===== src/rtl/imem_loader.sv =====
// rtl/imem_loader.sv - UART boot loader: assembles an image into instruction memory, checks it, then releases the core
module imem_loader #(
  parameter int ADDR_W  = 10,
  parameter int TIMEOUT = 1000000
) (
  input  logic              clk,
  input  logic              reset,
  input  logic              start,
  input  logic              rx_valid,
  input  logic [7:0]        rx_data,
  output logic              imem_we,
  output logic [ADDR_W-1:0] imem_addr,
  output logic [31:0]       imem_wdata,
  output logic              cpu_reset,
  output logic              busy,
  output logic              done,
  output logic              error,
  output logic [ADDR_W:0]   word_count
);

  localparam int TW = $clog2(TIMEOUT);
  localparam logic [31:0] MAX_LEN = 32'(1) << ADDR_W;

  typedef enum logic [2:0] {S_IDLE, S_HDR, S_DATA, S_CHK, S_RUN, S_ERROR} state_t;

  state_t        state_q, state_d;
  logic [31:0]   len_q;
  logic [31:0]   word_acc_q;
  logic [31:0]   chk_acc_q;
  logic [1:0]    byte_idx_q;
  logic [TW-1:0] tmo_q;

  logic [31:0]   asm_word;
  logic [ADDR_W:0] wc_inc;
  logic          loading, byte_ok, last_byte, last_word, tmo_exp;
  logic          we_d, busy_d, done_d, error_d, cpu_reset_d;

  assign loading   = (state_q == S_HDR) || (state_q == S_DATA) || (state_q == S_CHK);
  assign byte_ok   = loading && rx_valid;
  assign last_byte = byte_ok && (byte_idx_q == 2'd3);
  assign tmo_exp   = !rx_valid && (tmo_q == TW'(TIMEOUT - 1));
  assign wc_inc    = word_count + (ADDR_W+1)'(1);
  assign last_word = (32'(wc_inc) == len_q);

  // Header bytes accumulate into the length register, all others into the word accumulator.
  always_comb begin
    asm_word = (state_q == S_HDR) ? len_q : word_acc_q;
    asm_word[{byte_idx_q, 3'b000} +: 8] = rx_data;
  end

  always_ff @(posedge clk or negedge reset) begin
    if (!reset) state_q <= S_IDLE;
    else        state_q <= state_d;
  end

  always_comb begin
    state_d = state_q;
    case (state_q)
      S_IDLE, S_RUN, S_ERROR: if (start) state_d = S_HDR;
      S_HDR: begin
        if (tmo_exp) state_d = S_ERROR;
        else if (last_byte)
          state_d = (asm_word == 32'd0 || asm_word > MAX_LEN) ? S_ERROR : S_DATA;
      end
      S_DATA: begin
        if (tmo_exp) state_d = S_ERROR;
        else if (last_byte && last_word) state_d = S_CHK;
      end
      S_CHK: begin
        if (tmo_exp) state_d = S_ERROR;
        else if (last_byte) state_d = (asm_word == chk_acc_q) ? S_RUN : S_ERROR;
      end
      default: state_d = S_IDLE;
    endcase
  end

  // Status flags are registered copies of the next state so they change on the same edge.
  always_comb begin
    we_d        = last_byte && (state_q == S_DATA);
    busy_d      = (state_d == S_HDR) || (state_d == S_DATA) || (state_d == S_CHK);
    done_d      = (state_d == S_RUN);
    error_d     = (state_d == S_ERROR);
    cpu_reset_d = (state_d != S_RUN);
  end

  always_ff @(posedge clk or negedge reset) begin
    if (!reset) begin
      imem_we    <= 1'b0;
      imem_addr  <= '0;
      imem_wdata <= '0;
      cpu_reset  <= 1'b1;
      busy       <= 1'b0;
      done       <= 1'b0;
      error      <= 1'b0;
      word_count <= '0;
      len_q      <= '0;
      word_acc_q <= '0;
      chk_acc_q  <= '0;
      byte_idx_q <= '0;
      tmo_q      <= '0;
    end else begin
      imem_we   <= we_d;
      busy      <= busy_d;
      done      <= done_d;
      error     <= error_d;
      cpu_reset <= cpu_reset_d;
      if (!loading) begin
        if (start) begin
          byte_idx_q <= '0;
          word_count <= '0;
          len_q      <= '0;
          chk_acc_q  <= '0;
          tmo_q      <= '0;
        end
      end else if (rx_valid) begin
        tmo_q      <= '0;
        byte_idx_q <= byte_idx_q + 2'd1;
        if (state_q == S_HDR) len_q <= asm_word;
        else                  word_acc_q <= asm_word;
        if (we_d) begin
          imem_addr  <= word_count[ADDR_W-1:0];
          imem_wdata <= asm_word;
          word_count <= wc_inc;
          chk_acc_q  <= chk_acc_q ^ asm_word;
        end
      end else begin
        tmo_q <= tmo_q + TW'(1);
      end
    end
  end

endmodule

===== config.mk =====
export PLATFORM = sky130hd
export DESIGN_NAME = imem_loader
export DESIGN_NICKNAME = d
export VERILOG_FILES = /design/src/rtl/imem_loader.sv
export SDC_FILE = /design/constraint.sdc
export NUM_CORES = 1
export LEC_CHECK = 0
export ABC_AREA = 1
export BUFFER_PORTS_ARGS = -buffer_cell sky130_fd_sc_hd__buf_4
export CORE_UTILIZATION = 40
export CTS_CLUSTER_SIZE = 8
export DETAILED_ROUTE_END_ITERATION = 6
export SYNTH_ARGS = -nofsm -noshare
export SYNTH_HDL_FRONTEND = slang
export SYNTH_SLANG_ARGS = --single-unit

===== constraint.sdc =====
create_clock -name clk -period 4.2 [get_ports clk]
set_input_delay 0.42 -clock clk [delete_from_list [all_inputs] [get_ports clk]]
set_output_delay 0.42 -clock clk [all_outputs]
set_load 0.03 [all_outputs]

==> results of run 1 <==
==> through the flow <==
stage / util, % / total power [mW]
after floorplan: - / 4.28
after global placement: 44.8 / 5.26
after detailed placement: 44.8 / 5.28
after CTS: 47.1 / 6.79
after global routing: 47.1 / 7.28
final: 47.1 / 6.78
==> how the worst min path moves through the flow <==
stage / start / endpoint / slack [ns] / depth (start not counted)
6_report: reset / imem_wdata[30] / 0.07 / 1
4_1_cts: reset / imem_wdata[30] / 0.16 / 1
5_1_grt: reset / len_q[30] / 0.17 / 1
2_1_floorplan: reset / busy / 0.12 / 0
3_5_place_dp: imem_addr[1] / imem_addr[1] / 0.47 / 2
3_3_place_gp: imem_wdata[11] / imem_wdata[11] / 0.47 / 2
==> kinds of logic after synthesis <==
logic type	synth area share [%]
compound gates	12.0
buf+inv	9.17
fa+ha+maj	0.928
xor+xnor	0.650
simple gates	29.8
flops	47.5
==> sequential cells by signal, summed over array words and instances, names as in the netlist <==
| signal | count |
|---|---|
| chk_acc_q | 32 |
| imem_addr | 10 |
| cpu_reset | 1 |
| word_count | 11 |
| busy | 1 |
| tmo_q | 20 |
| done | 1 |
| imem_we | 1 |
| imem_wdata | 32 |
| word_acc_q | 32 |
| len_q | 32 |
| state_q | 3 |
| byte_idx_q | 2 |
| error | 1 |
==> cells in the mapped netlist, types with 4 or more instances <==
cell type,n,area [um2]
sky130_fd_sc_hd__nand2_2,6,37.5
sky130_fd_sc_hd__nor4_1,5,31.3
sky130_fd_sc_hd__o22ai_1,75,469
sky130_fd_sc_hd__o21ai_0,112,561
sky130_fd_sc_hd__nor2_1,78,293
sky130_fd_sc_hd__nand4_1,17,106
sky130_fd_sc_hd__buf_1,4,15.0
sky130_fd_sc_hd__ha_1,7,87.6
sky130_fd_sc_hd__buf_6,4,45.0
sky130_fd_sc_hd__dfrtp_1,178,4450
sky130_fd_sc_hd__a21oi_1,6,30.0
sky130_fd_sc_hd__nand3_1,127,636
sky130_fd_sc_hd__clkbuf_1,30,113
sky130_fd_sc_hd__inv_1,164,616
sky130_fd_sc_hd__xor2_1,6,52.6
sky130_fd_sc_hd__inv_2,4,15.0
sky130_fd_sc_hd__nand2_1,413,1550
sky130_fd_sc_hd__nor3_1,10,50.1
sky130_fd_sc_hd__nor2_2,4,25.0
sky130_fd_sc_hd__buf_2,8,40.0
==> layer usage <==
layer	share of wire, %	wire [um]
met1	47	12900
met3	5.3	1430
met2	46	12500
met5	0	0
met4	1.3	365
==> power groups by stage <==
stage,clock network [mW],logic (mW),registers (mW)
5_1_grt,1.60,3.61,2.08
2_1_floorplan,0,2.22,2.06
4_1_cts,1.53,3.21,2.05
6_report,1.50,3.23,2.05
3_5_place_dp,0,3.20,2.08
3_3_place_gp,0,3.17,2.08
==> final cells by class <==
type / instances / area share, %
antenna: 1 / 0.0232
inverter: 170 / 5.91
timing repair buffer: 80 / 5.97
clock inverter: 13 / 0.938
tap: 313 / 3.63
clock buffer: 18 / 4.07
multi-input combinational: 885 / 38.0
sequential: 179 / 41.5
==> qor.txt, run 1 <==
Gr ovfl total = 0
Clock sink count = 179
Area delta synth->final = 14.4%
Category of the worst setup path launch point = flip-flop
Starting density of the core = 41.2%
Die area = 24,200 um2
Capture point of the worst reg-to-reg path = busy
Async S/R FF share, synth = 100%
GR Util All Layers = 23.5%
Via count of the first global-routing pass = 8,065
Total count of hold-check failures in the final report = 0
Worst Path Max Fanout = 13
Logic depth of the worst setup path including buffers = 17
Iteration-0 DRC Markers = 673
Critical Path Sink Type = flip-flop
Worst rel slew slack = 35.0%
Floorplan row count = 55
Kind of cell adding the most delay to the critical path = simple AND/OR/NAND/NOR gates
Highest clock frequency the design can meet = 0.299 GHz
Worst r2r src = byte_idx_q[0]
Length in cells of the worst reg-to-reg path = 17
Number of nets in the layout = 1,352
Crit-path slowest cell = sky130_fd_sc_hd__ha_1
Flip-flop and latch area = 4480 um2
Peak VDD IR = 0.355 mV
Switching share of power = 47.5%
Internal power = 3.56 mW
Portion of the post-synthesis area used by sequential elements = 47.5%
Placed cell count = 1,627
Routing usage on met1 = 33.2%
Class of the tightest hold or removal check = in -> async
CTS H-Tree Depth = 4
Wirelength, routed = 27,200 um
GR Layer Usage met2 = 37.1%
Chip Width = 156 um
Max-cap violations = 0
Placement-stage worst setup slack = 0.882 ns
Number of flip-flops and latches in the synthesized netlist = 179
Power per unit of standard cell area = 628 nW/um2
Weighted congestion at the end of routability-driven global placement = 0.894
Arrival @ worst endpoint = 3.67 ns
Finished layout cell area = 10,800 um2
Peak-usage layer in the global routing report = met2
Final number of setup-violating endpoints = 0
Mapped cell area = 9440 um2
Placed cell areas = 10,300 um2
Most common cell on crit path = sky130_fd_sc_hd__nand2_1
Max Clock Skew = 0.0110 ns
Wire length per cell = 16.4 um
Total CTS buffers = 17
Cell count after synthesis = 1,281
Fraction of power consumed by combinational cells = 47.6%
Port Buf Inserts = 69
Max clock buf depth = 2
CTS hold repair buffers = 0
Worst reg2reg setup slack = 0.86 ns
Static power due to leakage = 5.28 nW
Core outline area = 22,900 um2
Total negative slack for setup checks = 0 ns
Latest clock arrival within the worst-skew pair = 0.44 ns
Post-cts resize count = 0
Tightest Pin Transition = 0.975 ns
Global routing usage on met3 = 3.89%
CTS tree = done
Worst Path Required = 4.53 ns
Setup repair after global routing missed its margin = no
Switching power total = 3.22 mW
Total of warnings raised by yosys = 0
Chain of cells forming the critical path = inv_2 -> ha_1 -> nand2_2 -> nor3_2 -> nand2_1 -> nand2_1 -> nand2_1 -> nand2_1 -> nand2_1 -> nor2_1 -> nand2_1 -> nor2_1 -> a21oi_1 -> nor2_4 -> nand3_1 -> nand2_1 -> inv_1
Layout fillers = 2,317
Area of combinational cells with multiple inputs = 4100 um2
Fraction of final layout cells sized beyond drive strength 1 = 9.96%
Worst-case hold slack = 0.0673 ns
Final period demand of the worst path = 3.34 ns
Height of the die = 156 um
Fraction of power consumed by the clock network = 22.1%
Crit path buf inv count = 2
Most used cells in the layout excluding fill and tap cells = 412 x sky130_fd_sc_hd__nand2_1, 178 x sky130_fd_sc_hd__dfrtp_1, 164 x sky130_fd_sc_hd__inv_1
Drt first pass iters = 5
Prevailing post-synth register cell = sky130_fd_sc_hd__dfrtp_1
Via-per-instance ratio = 5.12
Register clock-pin slew on the reported worst setup and hold paths = 0.07 ns
Number of antenna violations at the first check in global routing = 1
Status = completed
Total half-perimeter wirelength after legalization and detailed placement = 19,500 um
Clock root buffer = sky130_fd_sc_hd__clkbuf_16
DRT antenna net count = 0
Post-synth cell types = 36
Post-route DRC = 0
Number of vias in the routed layout = 8,496
Post-CTS setup buffer count = 0
Non-filler cells in the finished layout = 1,659
Launch point of the critical path = byte_idx_q[0]
Post-route setup slack = 0.858 ns
Last element of the critical path = busy
Wire length of the first global-routing pass = 43,800 um
Synthesized netlist net count = 1,300
Max-slew violations = 0
Type of the setup path with the least slack = reg -> reg
Reg power frac = 30.3%
Most common cell after layout, fill and taps aside = sky130_fd_sc_hd__nand2_1
Delay contributed by the slowest stage of the critical path = 0.57 ns
Final period utilization = 79.6%
Number of enable-type register cells in the synthesized netlist = 0
Largest net degree at the start of global routing = 114
Synthesized area divided by synthesized cell count = 7.37 um2
Total I/O pin count = 70
Note: power is estimated with default switching activity, not from simulation.
==> inputs of run 2 (changes only) <==
clock period = 3.1 ns   (was 4.2 ns; I/O delays follow)
==> qor.txt, run 2 (synthesis gave the netlist of run 1 again) <==
Fraction of final layout cells sized beyond drive strength 1 = 10.8% (+0.86 points)
Highest clock frequency the design can meet = 0.339 GHz (+13%)
Height of the die = 156 um (unchanged)
Via count of the first global-routing pass = 8,131 (+0.82%)
Worst-case hold slack = 0.333 ns (+0.266 ns)
PnR Total Power = 9.55 mW (+41%)
Power per unit of standard cell area = 870 nW/um2 (+39%)
Arrival @ worst endpoint = 3.27 ns (-0.40 ns)
GR Util All Layers = 23.9% (+0.39 points)
Port Buf Inserts = 69 (unchanged)
Peak VDD IR = 0.508 mV (+43%)
Category of the worst setup path launch point = flip-flop
Count of antenna diodes in the layout = 0 (-1)
Via-per-instance ratio = 5.16 (+0.74%)
Most used cells in the layout excluding fill and tap cells = 412 x sky130_fd_sc_hd__nand2_1, 178 x sky130_fd_sc_hd__dfrtp_1, 164 x sky130_fd_sc_hd__inv_1
Clock sink count = 179 (unchanged)
Die area = 24,200 um2 (unchanged)
Total half-perimeter wirelength after legalization and detailed placement = 19,400 um (-0.41%)
Clock root buffer = sky130_fd_sc_hd__clkbuf_16
Setup repair after global routing missed its margin = no
Final period demand of the worst path = 2.95 ns (-0.392 ns)
Static power due to leakage = 5.38 nW (+1.9%)
Total count of hold-check failures in the final report = 0 (unchanged)
Largest net degree at the start of global routing = 124 (+8.8%)
Utilization of the core after routing = 47.9% (+0.77 points)
Length in cells of the worst reg-to-reg path = 16 (-1)
DRT antenna net count = 0 (unchanged)
Total CTS buffers = 17 (unchanged)
Most common cell after layout, fill and taps aside = sky130_fd_sc_hd__nand2_1
Core outline area = 22,900 um2 (unchanged)
Max clock buf depth = 2 (unchanged)
Wire length of the first global-routing pass = 44,600 um (+1.8%)
Hold path startpoint = start
Total negative slack for setup checks = 0 ns (unchanged)
Worst r2r src = byte_idx_q[0]
Weighted congestion at the end of routability-driven global placement = 0.916 (+2.6%)
Latest clock arrival within the worst-skew pair = 0.44 ns (about the same)
Status = completed
Area delta synth->final = 16.3%
Worst rel slew slack = 46.7% (+12 points)
Post-route DRC = 0 (unchanged)
Post-CTS setup buffer count = 0 (unchanged)
Worst Path Max Fanout = 13 (unchanged)
Worst reg2reg setup slack = 0.15 ns (-0.71 ns)
Iteration-0 DRC Markers = 767 (+14%)
Max Clock Skew = 0.00925 ns (-0.00174 ns)
Tightest Pin Transition = 0.799 ns (-0.176 ns)
Gr ovfl total = 0 (unchanged)
Capture point of the worst reg-to-reg path = done
Class of the tightest hold or removal check = in -> reg
Hold Path Stages = 5
Number of vias in the routed layout = 8,621 (+1.5%)
Worst Path Required = 3.42 ns (-1.11 ns)
Critical Path Sink Type = flip-flop
CTS tree = done
Max-slew violations = 0 (unchanged)
Floorplan row count = 55 (unchanged)
Total I/O pin count = 70 (unchanged)
Wirelength, routed = 27,200 um (+0.12%)
Type of the setup path with the least slack = reg -> reg
Number of nets in the layout = 1,364 (+0.89%)
Chip Width = 156 um (unchanged)
Endpoint of the worst hold-timing path = tmo_q[12]
Placement-stage worst setup slack = 0.110 ns (-0.772 ns)
Number of antenna violations at the first check in global routing = 0 (-1)
Register clock-pin slew on the reported worst setup and hold paths = 0.07 ns (about the same)
Final number of setup-violating endpoints = 0 (unchanged)
CTS H-Tree Depth = 4 (unchanged)
Drt first pass iters = 5 (unchanged)
Wire length per cell = 16.3 um (-0.60%)
Max-cap violations = 0 (unchanged)
Post-route setup slack = 0.150 ns (-0.708 ns)
Starting density of the core = 41.2% (unchanged)
Final period utilization = 95.2% (+16 points)
run 2: metrics by stage:
| step | cells | area, um2 |
|---|---|---|
| after floorplan | 1281 | 9440 |
| after global placement | 1638 | 10300 |
| after CTS | 1671 | 11000 |
| after detailed placement | 1638 | 10300 |
| after global routing | 1671 | 11000 |
| final | 1671 | 11000 |
run 2: what timing repair did:
| action | in CTS | in global routing |
|---|---|---|
| gates resized for setup | 0 | 1 |
| hold buffers | 1 | 0 |
| endpoints found under the setup margin | 0 | 4 |
| hold endpoints to repair | 63 | 0 |
run 2: area by class of cell:
type / instances / area, um2
flip-flops and latches: 179 / 4480
clock buffers: 18 / 439
inverters: 170 / 638
clock inverters: 14 / 185
well taps: 313 / 392
fillers: 2334 / 11900
repair buffers: 92 / 737
multi-input cells: 885 / 4100
run 2: critical path, cell delays in order, from the launching register on:
cell	delay, ns
sky130_fd_sc_hd__dfrtp_1	0.39
sky130_fd_sc_hd__inv_2	0.16
sky130_fd_sc_hd__ha_2	0.38
sky130_fd_sc_hd__inv_1	0.12
sky130_fd_sc_hd__nand2_1	0.18
sky130_fd_sc_hd__o21ai_0	0.39
sky130_fd_sc_hd__nand2_1	0.23
sky130_fd_sc_hd__nand2_1	0.10
sky130_fd_sc_hd__nand2_1	0.09
sky130_fd_sc_hd__nand2_1	0.09
sky130_fd_sc_hd__nor2_1	0.04
sky130_fd_sc_hd__nand2_1	0.06
sky130_fd_sc_hd__nor2_1	0.05
sky130_fd_sc_hd__a21oi_1	0.32
sky130_fd_sc_hd__nor2_4	0.08
sky130_fd_sc_hd__nand2_2	0.08
sky130_fd_sc_hd__nor2_2	0.05
run 2: per-layer routing:
layer | vias to the layer above | wire [um] | global-route usage, %
li1 | 4281 | - | -
met1 | 4102 | 12900 | 34.1
met2 | 214 | 12600 | 37.8
met3 | 24 | 1260 | 3.33
met4 | 0 | 435 | 6.63
met5 | - | 0 | 0
run 2: worst max-delay path by stage:
stage	from	endpoint	slack, ns
after global routing	byte_idx_q[1]	cpu_reset	0.03
final	byte_idx_q[0]	done	0.15
after detailed placement	byte_idx_q[0]	done	0.11
after CTS	byte_idx_q[0]	done	0.09
after floorplan	byte_idx_q[0]	busy	0.67
after global placement	byte_idx_q[0]	done	0.1
run 2: power by group:
| group | internal (mW) | leakage, nW | switching [mW] |
|---|---|---|---|
| logic | 1.25 | 2.69 | 3.21 |
| registers | 2.58 | 2.39 | 0.192 |
| clock network | 1.32 | 0.302 | 1.00 |
| total | 5.15 | 5.38 | 4.40 |
==> inputs of run 3 (changes only) <==
clock period = 3.55 ns   (was 3.1 ns; I/O delays follow)
==> qor.txt, run 3 (synthesis gave the netlist of run 1 again) <==
Status = completed
Most used cells in the layout excluding fill and tap cells = 412 x sky130_fd_sc_hd__nand2_1, 178 x sky130_fd_sc_hd__dfrtp_1, 164 x sky130_fd_sc_hd__inv_1
Worst Path Max Fanout = 13 (unchanged)
Max-slew violations = 0 (unchanged)
Max Clock Skew = 0.0133 ns (+0.00408 ns)
Placement-stage worst setup slack = 0.300 ns (+0.190 ns)
Critical Path Sink Type = flip-flop
Post-route setup slack = 0.394 ns (+0.245 ns)
Total negative slack for setup checks = 0 ns (unchanged)
Iteration-0 DRC Markers = 618 (-19%)
Clock sink count = 179 (unchanged)
Crit-path slowest cell = sky130_fd_sc_hd__ha_1
Power per unit of standard cell area = 746 nW/um2 (-14%)
Final period demand of the worst path = 3.16 ns (+0.205 ns)
Floorplan row count = 55 (unchanged)
CTS tree = done
Hold Path Stages = 4 (-1)
Worst Path Required = 3.93 ns (+0.51 ns)
Fraction of final layout cells sized beyond drive strength 1 = 10.4% (-0.40 points)
Drt first pass iters = 6 (+1)
Endpoint of the worst hold-timing path = tmo_q[12]
Class of the tightest hold or removal check = in -> reg
Worst rel slew slack = 51.1% (+4.4 points)
Height of the die = 156 um (unchanged)
Total CTS buffers = 17 (unchanged)
CTS H-Tree Depth = 4 (unchanged)
Most common cell after layout, fill and taps aside = sky130_fd_sc_hd__nand2_1
Total I/O pin count = 70 (unchanged)
Utilization of the core after routing = 47.5% (-0.43 points)
Peak VDD IR = 0.361 mV (-29%)
Capture point of the worst reg-to-reg path = cpu_reset
Max clock buf depth = 2 (unchanged)
Crit path buf inv count = 2 (unchanged)
Latest clock arrival within the worst-skew pair = 0.44 ns (about the same)
Starting density of the core = 41.2% (unchanged)
Number of nets in the layout = 1,359 (-0.37%)
Die area = 24,200 um2 (unchanged)
PnR Total Power = 8.12 mW (-15%)
Most common cell on crit path = sky130_fd_sc_hd__nand2_1
Category of the worst setup path launch point = flip-flop
Non-filler cells in the finished layout = 1,666 (-0.30%)
Chain of cells forming the critical path = inv_2 -> ha_1 -> nand2_2 -> nor3_4 -> nand2_1 -> nand2_2 -> nand2_1 -> nand2_1 -> nand2_1 -> nor2_1 -> nand2_1 -> nor2_1 -> a21oi_1 -> nor2_4 -> nand2_2 -> nor2_2 -> inv_2
Setup repair after global routing missed its margin = no
Count of antenna diodes in the layout = 0 (unchanged)
Total count of hold-check failures in the final report = 0 (unchanged)
GR Util All Layers = 23.9% (about the same)
Length in cells of the worst reg-to-reg path = 17 (+1)
Largest net degree at the start of global routing = 93 (-25%)
Final period utilization = 88.9% (-6.3 points)
Via-per-instance ratio = 5.23 (+1.3%)
Static power due to leakage = 5.33 nW (-0.93%)
Chip Width = 156 um (unchanged)
Arrival @ worst endpoint = 3.53 ns (+0.26 ns)
Clock root buffer = sky130_fd_sc_hd__clkbuf_16
Hold path startpoint = start
Gr ovfl total = 0 (unchanged)
Worst reg2reg setup slack = 0.39 ns (+0.24 ns)
Area delta synth->final = 15.2%
Max-cap violations = 0 (unchanged)
Type of the setup path with the least slack = reg -> reg
Total half-perimeter wirelength after legalization and detailed placement = 19,600 um (+0.98%)
Placed cell count = 1,633 (-0.31%)
Placed cell areas = 10,300 um2 (-0.61%)
Number of vias in the routed layout = 8,709 (+1.0%)
Wire length of the first global-routing pass = 44,500 um (-0.36%)
Port Buf Inserts = 69 (unchanged)
Tightest Pin Transition = 0.732 ns (-0.0666 ns)
Weighted congestion at the end of routability-driven global placement = 0.927 (+1.1%)
Post-route DRC = 0 (unchanged)
Worst r2r src = byte_idx_q[0]
Highest clock frequency the design can meet = 0.317 GHz (-6.5%)
Kind of cell adding the most delay to the critical path = simple AND/OR/NAND/NOR gates
Delay contributed by the slowest stage of the critical path = 0.58 ns (+0.19 ns)
Worst-case hold slack = 0.378 ns (+0.0445 ns)
Wirelength, routed = 27,600 um (+1.4%)
Logic depth of the worst setup path including buffers = 17 (+1)
Via count of the first global-routing pass = 8,066 (-0.80%)
Core outline area = 22,900 um2 (unchanged)
Wire length per cell = 16.6 um (+1.7%)
Number of antenna violations at the first check in global routing = 0 (unchanged)
Finished layout cell area = 10,900 um2 (-0.90%)
Final number of setup-violating endpoints = 0 (unchanged)
DRT antenna net count = 0 (unchanged)
Register clock-pin slew on the reported worst setup and hold paths = 0.07 ns (about the same)
-- run 3: changes by cell type in the layout (fill, tap and decap cells not counted), moves of 2 or more --
cell / previous run / this run
sky130_fd_sc_hd__buf_12: 3 / 1
sky130_fd_sc_hd__clkinv_8: 0 / 3
sky130_fd_sc_hd__inv_6: 5 / 1
sky130_fd_sc_hd__clkinv_4: 1 / 3
sky130_fd_sc_hd__bufinv_16: 3 / 0
sky130_fd_sc_hd__buf_4: 87 / 84
-- run 3: layout make-up --
class                   count  area, um2
inverters                 170        638
clock buffers              18        439
well taps                 313        392
flip-flops and latches    179       4480
clock inverters            14        145
multi-input cells         885       4110
repair buffers             87        674
fillers                  2340      12000
-- run 3: how the worst max path moves through the flow --
stage | from | to | slack [ns]
2_1_floorplan | byte_idx_q[0] | busy | 1.12
3_3_place_gp | byte_idx_q[0] | busy | 0.40
3_5_place_dp | byte_idx_q[0] | cpu_reset | 0.30
4_1_cts | byte_idx_q[0] | cpu_reset | 0.28
5_1_grt | byte_idx_q[0] | busy | 0.08
6_report | byte_idx_q[0] | cpu_reset | 0.39
-- run 3: per-layer routing --
layer | part of all wire [%] | global-route usage, %
met1 | 46 | 33.9
met2 | 46 | 37.8
met3 | 6.4 | 4.22
met4 | 1.1 | 5.70
met5 | 0 | 0
-- run 3: worst min-delay path, stage by stage --
cell	delay, ns
sky130_fd_sc_hd__buf_4	0.10
sky130_fd_sc_hd__nor2_1	0.16
sky130_fd_sc_hd__nand2_1	0.11
sky130_fd_sc_hd__a2bb2oi_1	0.06
-- run 3: power breakdown --
group	internal (mW)	switching [mW]
Clock	0.950	0.925
Sequential	2.26	0.173
Combinational	1.03	2.79
-- run 3: repair_timing --
item,in CTS,in global routing
resized for setup,0,1
hold buffers,1,0
setup buffers,0,0
endpoints found under the setup margin,0,3
hold endpoints to repair,28,0
